`src/rtl/shrink_pulse_if.sv`:
```
// Pulse-shrinker port bundle: raw level in, debounced strobes, level and held width out.
// The slave modport is the shrink_pulse side; master is whoever drives large_pulse.
interface shrink_pulse_if #(
   parameter int unsigned PULSE_SIZE = 16
);
   logic                  large_pulse;
   logic                  small_pulse;
   logic                  release_pulse;
   logic                  level_out;
   logic [PULSE_SIZE-1:0] width_out;
   logic                  width_valid;

   modport master (
      output large_pulse,
      input  small_pulse,
      input  release_pulse,
      input  level_out,
      input  width_out,
      input  width_valid
   );

   modport slave (
      input  large_pulse,
      output small_pulse,
      output release_pulse,
      output level_out,
      output width_out,
      output width_valid
   );
endinterface

```
`src/rtl/shrink_pulse.sv`:
```
// Debounces an asynchronous level, turning each accepted pulse into rise/release strobes
// and reporting how many cycles the debounced level was held.
module shrink_pulse #(
   parameter int unsigned DEBOUNCE_CYCLES = 256,
   parameter int unsigned PULSE_SIZE      = 16
) (
   input  logic          clk,
   input  logic          rst,
   shrink_pulse_if.slave io_pulse
);

   localparam int unsigned CntW = $clog2(DEBOUNCE_CYCLES + 1);
   localparam logic [CntW-1:0] CntLast = CntW'(DEBOUNCE_CYCLES - 1);

   typedef enum logic [1:0] {
      StIdle,
      StRiseChk,
      StHigh,
      StFallChk
   } state_e;

   state_e                r_state;
   logic                  r_sync1;
   logic                  r_sync2;
   logic [CntW-1:0]       r_cnt;
   logic [PULSE_SIZE-1:0] r_width_cnt;
   logic                  r_small;
   logic                  r_release;
   logic                  r_level;
   logic [PULSE_SIZE-1:0] r_width_out;
   logic                  r_width_valid;

   logic                  w_sync_in;
   logic [PULSE_SIZE-1:0] w_width_inc;

   always_ff @(posedge clk or posedge rst) begin
      if (rst) begin
         r_sync1 <= 1'b0;
         r_sync2 <= 1'b0;
      end else begin
         r_sync1 <= io_pulse.large_pulse;
         r_sync2 <= r_sync1;
      end
   end

   assign w_sync_in   = r_sync2;
   // Held width saturates rather than wrapping on very long pulses.
   assign w_width_inc = (r_width_cnt == '1) ? r_width_cnt : r_width_cnt + 1'b1;

   always_ff @(posedge clk or posedge rst) begin
      if (rst) begin
         r_state       <= StIdle;
         r_cnt         <= '0;
         r_width_cnt   <= '0;
         r_small       <= 1'b0;
         r_release     <= 1'b0;
         r_level       <= 1'b0;
         r_width_out   <= '0;
         r_width_valid <= 1'b0;
      end else begin
         r_small       <= 1'b0;
         r_release     <= 1'b0;
         r_width_valid <= 1'b0;
         case (r_state)
            StIdle: begin
               if (w_sync_in) begin
                  r_state <= StRiseChk;
                  r_cnt   <= '0;
               end
            end
            StRiseChk: begin
               if (!w_sync_in) begin
                  r_state <= StIdle;
               end else if (r_cnt == CntLast) begin
                  r_state     <= StHigh;
                  r_small     <= 1'b1;
                  r_level     <= 1'b1;
                  r_width_cnt <= '0;
               end else begin
                  r_cnt <= r_cnt + 1'b1;
               end
            end
            StHigh: begin
               r_width_cnt <= w_width_inc;
               if (!w_sync_in) begin
                  r_state <= StFallChk;
                  r_cnt   <= '0;
               end
            end
            StFallChk: begin
               // A short low run is a bounce: the pulse and its width carry on.
               if (w_sync_in) begin
                  r_state     <= StHigh;
                  r_width_cnt <= w_width_inc;
               end else if (r_cnt == CntLast) begin
                  r_state       <= StIdle;
                  r_release     <= 1'b1;
                  r_level       <= 1'b0;
                  r_width_out   <= r_width_cnt;
                  r_width_valid <= 1'b1;
               end else begin
                  r_cnt       <= r_cnt + 1'b1;
                  r_width_cnt <= w_width_inc;
               end
            end
            default: begin
               r_state <= StIdle;
            end
         endcase
      end
   end

   assign io_pulse.small_pulse   = r_small;
   assign io_pulse.release_pulse = r_release;
   assign io_pulse.level_out     = r_level;
   assign io_pulse.width_out     = r_width_out;
   assign io_pulse.width_valid   = r_width_valid;

endmodule

```
`src/flat_wrapper.sv`:
```
// flat-port wrapper written by rule: the top's interface ports become plain ports
module shrink_pulse_flat 
#(
   parameter int unsigned DEBOUNCE_CYCLES = 256,
   parameter int unsigned PULSE_SIZE      = 16
)
  (clk, rst, io_pulse_large_pulse, io_pulse_small_pulse, io_pulse_release_pulse, io_pulse_level_out, io_pulse_width_out, io_pulse_width_valid);
  shrink_pulse_if #(.PULSE_SIZE(PULSE_SIZE)) io_pulse_i ();
  input  logic clk;
  input  logic rst;
  input wire logic [$bits(io_pulse_i.large_pulse)-1:0] io_pulse_large_pulse;
  output wire logic [$bits(io_pulse_i.small_pulse)-1:0] io_pulse_small_pulse;
  output wire logic [$bits(io_pulse_i.release_pulse)-1:0] io_pulse_release_pulse;
  output wire logic [$bits(io_pulse_i.level_out)-1:0] io_pulse_level_out;
  output wire logic [$bits(io_pulse_i.width_out)-1:0] io_pulse_width_out;
  output wire logic [$bits(io_pulse_i.width_valid)-1:0] io_pulse_width_valid;
  assign io_pulse_i.large_pulse = io_pulse_large_pulse;
  assign io_pulse_small_pulse = io_pulse_i.small_pulse;
  assign io_pulse_release_pulse = io_pulse_i.release_pulse;
  assign io_pulse_level_out = io_pulse_i.level_out;
  assign io_pulse_width_out = io_pulse_i.width_out;
  assign io_pulse_width_valid = io_pulse_i.width_valid;
  shrink_pulse #(.DEBOUNCE_CYCLES(DEBOUNCE_CYCLES), .PULSE_SIZE(PULSE_SIZE)) u_core (.clk(clk), .rst(rst), .io_pulse(io_pulse_i));
endmodule
```
`config.mk`:
```
export PLATFORM = sky130hd
export DESIGN_NAME = shrink_pulse_flat
export DESIGN_NICKNAME = d
export VERILOG_FILES = /design/src/rtl/shrink_pulse_if.sv /design/src/rtl/shrink_pulse.sv /design/src/flat_wrapper.sv
export SDC_FILE = /design/constraint.sdc
export NUM_CORES = 1
export LEC_CHECK = 0
export ABC_AREA = 1
export BUFFER_PORTS_ARGS = -buffer_cell sky130_fd_sc_hd__buf_2
export CAP_MARGIN = 20
export CELL_PAD_IN_SITES_DETAIL_PLACEMENT = 1
export CELL_PAD_IN_SITES_GLOBAL_PLACEMENT = 2
export CORE_MARGIN = 10
export CORE_UTILIZATION = 38
export CTS_CLUSTER_DIAMETER = 150
export DETAILED_ROUTE_END_ITERATION = 8
export PLACE_DENSITY_LB_ADDON = 0.12
export SYNTH_ARGS = -nofsm -noshare
export SYNTH_HDL_FRONTEND = slang
export SYNTH_SLANG_ARGS = --single-unit
```
`constraint.sdc`:
```
create_clock -name clk -period 5.05 [get_ports clk]
set_input_delay 0 -clock clk [delete_from_list [all_inputs] [get_ports clk]]
set_output_delay 0 -clock clk [all_outputs]
set_load 0.01 [all_outputs]
```
Word level (Yosys, flattened, before mapping)
Index checks and enable logic that the tools add are counted.

Register bits: 48. Logic and storage cells: 63.

Reductions and logical operators: 8. Equal/unequal tests: 14. Bitwise operators: 1. Add/sub/neg operators: 2. Muxes and demuxes: 29.

Operator list (count): 16-bit 2-to-1 mux (5); 16-bit case mux with 3 select lines (1); 9-bit 2-to-1 mux (5); 9-bit case mux with 4 select lines (1); 16-bit by 1-bit adder with 16-bit output (second input constant) (1); 16-bit equality test (second input constant) (1); 2-bit 2-to-1 mux (6); 4-bit AND reduction (3); 9-bit by 1-bit adder with 9-bit output (second input constant) (1); 9-bit by 8-bit equality test with 1-bit output (second input constant) (1); 1-bit 2-to-1 mux (9); 2-bit by 1-bit inequality test with 1-bit output (second input constant) (4); 2-bit case mux with 4 select lines (1); 5-bit AND reduction (1); 2-bit equality test (second input constant) (2); 2-bit inequality test (second input constant) (2); 3-bit by 1-bit inequality test with 1-bit output (second input constant) (1); 3-bit by 2-bit inequality test with 1-bit output (second input constant) (1); 3-bit inequality test (second input constant) (1); 3-bit AND reduction (1); 3-bit nonzero test (1); 2-bit by 1-bit equality test with 1-bit output (second input constant) (1); 2-bit logical NOT (1); 1-bit case mux with 2 select lines (1); 2 further kinds (2).

Longest topological paths before layout
Word-level depth: 5. Gate-level depth with buffers: 13. Mapped depth without buffers: 12.

Worst setup path after synthesis
OpenSTA, ideal clock, no wires.

Path kind: reg-to-reg. Start: register u_core.r_cnt[0]. End: register u_core.r_width_cnt[0]. Cell stages (with the launch flop): 12. Setup slack: 3.253 ns. Required time: 4.976 ns. Library setup time: 0.074 ns. Arrival time: 1.723 ns. Clock period less this slack: 1.797 ns. Path buffers: 1. Cell sequence: dfrtp_1 > ha_1 > nand3_1 > nor3_1 > ha_1 > nand2_2 > nor2_4 > o21ai_2 > inv_2 > nand3_2 > buf_6 > o21ai_2.

Longest elaborated chain between the ends: 3. Elaborated cells on any way between the ends: 4. Classes of those cells: eq/ne: 3; reduce/logical: 1.

RTL lines: from (decl) (RTL line shrink_pulse.sv:25) `logic [CntW-1:0] r_cnt;`; from (signal assigned) (RTL line shrink_pulse.sv:80) `r_cnt <= r_cnt + 1'b1;`; from (signal assigned) (RTL line shrink_pulse.sv:102) `r_cnt <= r_cnt + 1'b1;`; 9-bit by 8-bit equality test with 1-bit output * (RTL line shrink_pulse.sv:74, shrink_pulse.sv:95); 3-bit by 2-bit inequality test with 1-bit output (no line) or 2-bit by 1-bit inequality test with 1-bit output (tied branches); 4-bit AND reduction (no line) *; to (signal assigned) (RTL line shrink_pulse.sv:84) `r_width_cnt <= w_width_inc;`; to (signal assigned) (RTL line shrink_pulse.sv:94) `r_width_cnt <= w_width_inc;`; to (signal assigned) (RTL line shrink_pulse.sv:103) `r_width_cnt <= w_width_inc;`; to (decl) (RTL line shrink_pulse.sv:26) `logic [PULSE_SIZE-1:0] r_width_cnt;`.

Every way passes the cells marked *; elsewhere a longest branch is shown, timed or not. A chain may end at the register's enable or synchronous reset.

Worst setup path in the final report
Start: register u_core.r_cnt[0]. End: register u_core.r_width_cnt[12].

Same word-level chain as after synthesis.

==> reports/qor.yml <==
min_period_ns: 2.27
post-dp-hpwl_um: 4030
drc: 0
setup_viol: 0
setup_slack_ns: 2.78
initial_core_util: 0.395
r2r_slack_ns: 2.78
ys_types: 25
nNetsFinal: 316
p_leak_nw: 1.27
clk_pin_slew_ns: 0.09
rr_endpoint: "u_core.r_width_cnt[12]$_DFFE_PP0P_"
cp.buffers_inverters: 1
rows: 28
cts_max_path_buffers: 2
drt_iter0_drc: 72
antenna_found_initial: 0
wire_per_inst_um: 14.0
cts_tree: "done"
fin_area_mm2: 0.00266
first_global_vias: 2040
hold_slack_ns: 0.283
placed_cells: 374
finalCritPeriodShare: 0.450
cp_common_cell: "ha_1"
crit_chain: "ha_1 > nand3_1 > nor3_1 > ha_1 > nand2_2 > nor2_4 > o21ai_2 > inv_2 > nand3_2 > o21ai_0"
die_h_um: 98.7
crit_path_start_kind: "flip-flop"
insertion_delay_ns: 0.30
grt_usage: 0.121
setup_tns_ns: 0
cp_top_family: "simple AND/OR/NAND/NOR gates"
fillers: 740
totalPowerFinal_uw: 683
tightest_slew_ns: 0.530
routed_wl_um: 5380
dpl-instance-area_mm2: 0.00252
ios: 23
max_freq_mhz: 440
synthCells: 282
vias: 1859
numCtsBuffers: 5
cts_root_buffer: "clkbuf_8"
die_w_um: 98.7
max_slew_margin: 0.646
port_buffers: 22
path_class: "reg2reg"
clkSinkCount: 48
grt_max_degree: 49
final_util: 0.446
multi_input_area_mm2: 0.00100
final_hold_viol_count: 0
critPathRequiredTime_ns: 5.26
syn_nets: 289
antennaDiodeCount: 0
critPathCaptureType: "flip-flop"
cp.arrival_ns: 2.48
register_area_mm2: 0.00120
syn_area_per_cell_um2: 8.35
synth_seq_area_share: 0.510
clock_skew_ns: 0.00748
syn_area_mm2: 0.00235
max_cap_viol_count: 0
peakVddDrop_mv: 0.115
maxSlewViolCount: 0
viasPerCell: 4.85
coreArea_mm2: 0.00596
dp_slack_ns: 2.73
firstDrtPassIters: 4
final_cells: 383
max_stage_delay_ns: 0.39
htreeDepth: 2
area_delta_synth_final_pct: 12.9
worstReg2RegStart: "u_core.r_cnt[0]$_DFFE_PP0P_"
yosys_register_bits: 48
powerDensity_mw_per_mm2: 257
rsz0062_at_grt: "false"
ant_nets: 0
status: "completed"
grt_first_pass_wirelength_um: 9760
grt-ovfl-total: 0
worstHoldPathType: "in2async"
reg2reg_depth: 10
cp_slowest_cell: "dfrtp_1"
ys_warn_count: 0
die_area_mm2: 0.00975
drive_gt1_frac: 0.172
cts_resized: 0
place.gp.congestion: 0.774
path_max_fanout: 15
layout make-up:
cell class	instances	area share
Multi-Input combinational cell	200	0.378
Tap cell	75	0.0353
Timing Repair Buffer	25	0.0565
Clock inverter	1	0.0113
Clock buffer	5	0.0259
Inverter	29	0.0410
Sequential cell	48	0.452
placed cells by master, fill, tap and decap left out, types with 5 or more instances in the layout:
cell type / n
xor2_1: 8
o21ai_2: 11
clkbuf_8: 5
nand4_1: 6
dfrtp_1: 48
nand3_1: 11
nor2_1: 22
buf_2: 22
o21ai_0: 19
nand2_1: 95
o21ai_1: 5
inv_1: 25
state kept, by name, summed over array words and instances, names as in the netlist, named ones only:
name / count
u_core.io_pulse.level_out: 1
u_core.r_sync2: 1
u_core.r_width_cnt: 16
u_core.io_pulse.small_pulse: 1
u_core.r_sync1: 1
u_core.r_state: 1
u_core.io_pulse.width_valid: 1
u_core.io_pulse.width_out: 16
u_core.r_cnt: 9
how the worst max path moves through the flow:
| stage | start | endpoint | depth (start not counted) |
|---|---|---|---|
| global placement | u_core.r_cnt[0]$_DFFE_PP0P_ | u_core.r_width_cnt[10]$_DFFE_PP0P_ | 10 |
| finish | u_core.r_cnt[0]$_DFFE_PP0P_ | u_core.r_width_cnt[12]$_DFFE_PP0P_ | 10 |
| CTS | u_core.r_cnt[0]$_DFFE_PP0P_ | u_core.r_width_cnt[12]$_DFFE_PP0P_ | 10 |
| detailed placement | u_core.r_cnt[0]$_DFFE_PP0P_ | u_core.r_width_cnt[12]$_DFFE_PP0P_ | 10 |
| global route | u_core.r_cnt[0]$_DFFE_PP0P_ | u_core.r_width_cnt[12]$_DFFE_PP0P_ | 10 |
| floorplan | u_core.r_cnt[0]$_DFFE_PP0P_ | u_core.r_width_cnt[0]$_DFFE_PP0P_ | 11 |
cell usage after synthesis:
master | n | area, um^2
ha_1 | 4 | 50.1
nand2_2 | 3 | 18.8
nand4_2 | 1 | 12.5
nor2_1 | 22 | 82.6
nor3_1 | 4 | 20.0
nand3_2 | 1 | 10.0
o21ai_2 | 11 | 96.3
xor2_1 | 8 | 70.1
xnor2_1 | 1 | 8.76
nand2_4 | 1 | 11.3
nand4_1 | 6 | 37.5
o22ai_1 | 1 | 6.26
inv_2 | 3 | 11.3
nor2_4 | 2 | 22.5
buf_2 | 2 | 10.0
nand3_1 | 11 | 55.1
nand2_1 | 95 | 357
buf_6 | 2 | 22.5
o21ai_1 | 5 | 25.0
dfrtp_1 | 48 | 1200
a21oi_1 | 4 | 20.0
o21ai_0 | 19 | 95.1
inv_1 | 26 | 97.6
nor2_2 | 1 | 6.26
buf_4 | 1 | 7.51
worst register-to-register path, cell delays in order (launching register included):
cell	delay (ns)
dfrtp_1	0.39
ha_1	0.20
nand3_1	0.11
nor3_1	0.25
ha_1	0.22
nand2_2	0.10
nor2_4	0.12
o21ai_2	0.06
inv_2	0.09
nand3_2	0.36
o21ai_0	0.29
report_power, final:
| group | internal, mW | switching (mW) |
|---|---|---|
| clock network | 0.142 | 0.126 |
| logic | 0.00706 | 0.0150 |
| registers | 0.388 | 0.00466 |
| total | 0.538 | 0.145 |
what timing repair did:
action,in CTS,in global routing
hold buffers,2,0
buffers inserted,0,0
endpoints found under the hold margin,49,0
logic make-up after synthesis:
kind of cell             synth area share
AO/OA/AOI/OAI                       0.103
XOR/XNOR                           0.0335
adder cells (fa/ha/maj)            0.0213
buffers and inverters              0.0632
flip-flops                          0.510
AND/OR/NAND/NOR                     0.269
routing by layer:
metal | vias up | wire [um] | GRT usage
li1 | 943 | - | -
met1 | 888 | 2550 | 0.154
met5 | - | 0 | 0
met2 | 23 | 2500 | 0.192
met4 | 0 | 68 | 0.0364
met3 | 5 | 257 | 0.0349
No activity file was read; power rests on OpenSTA's default activity.
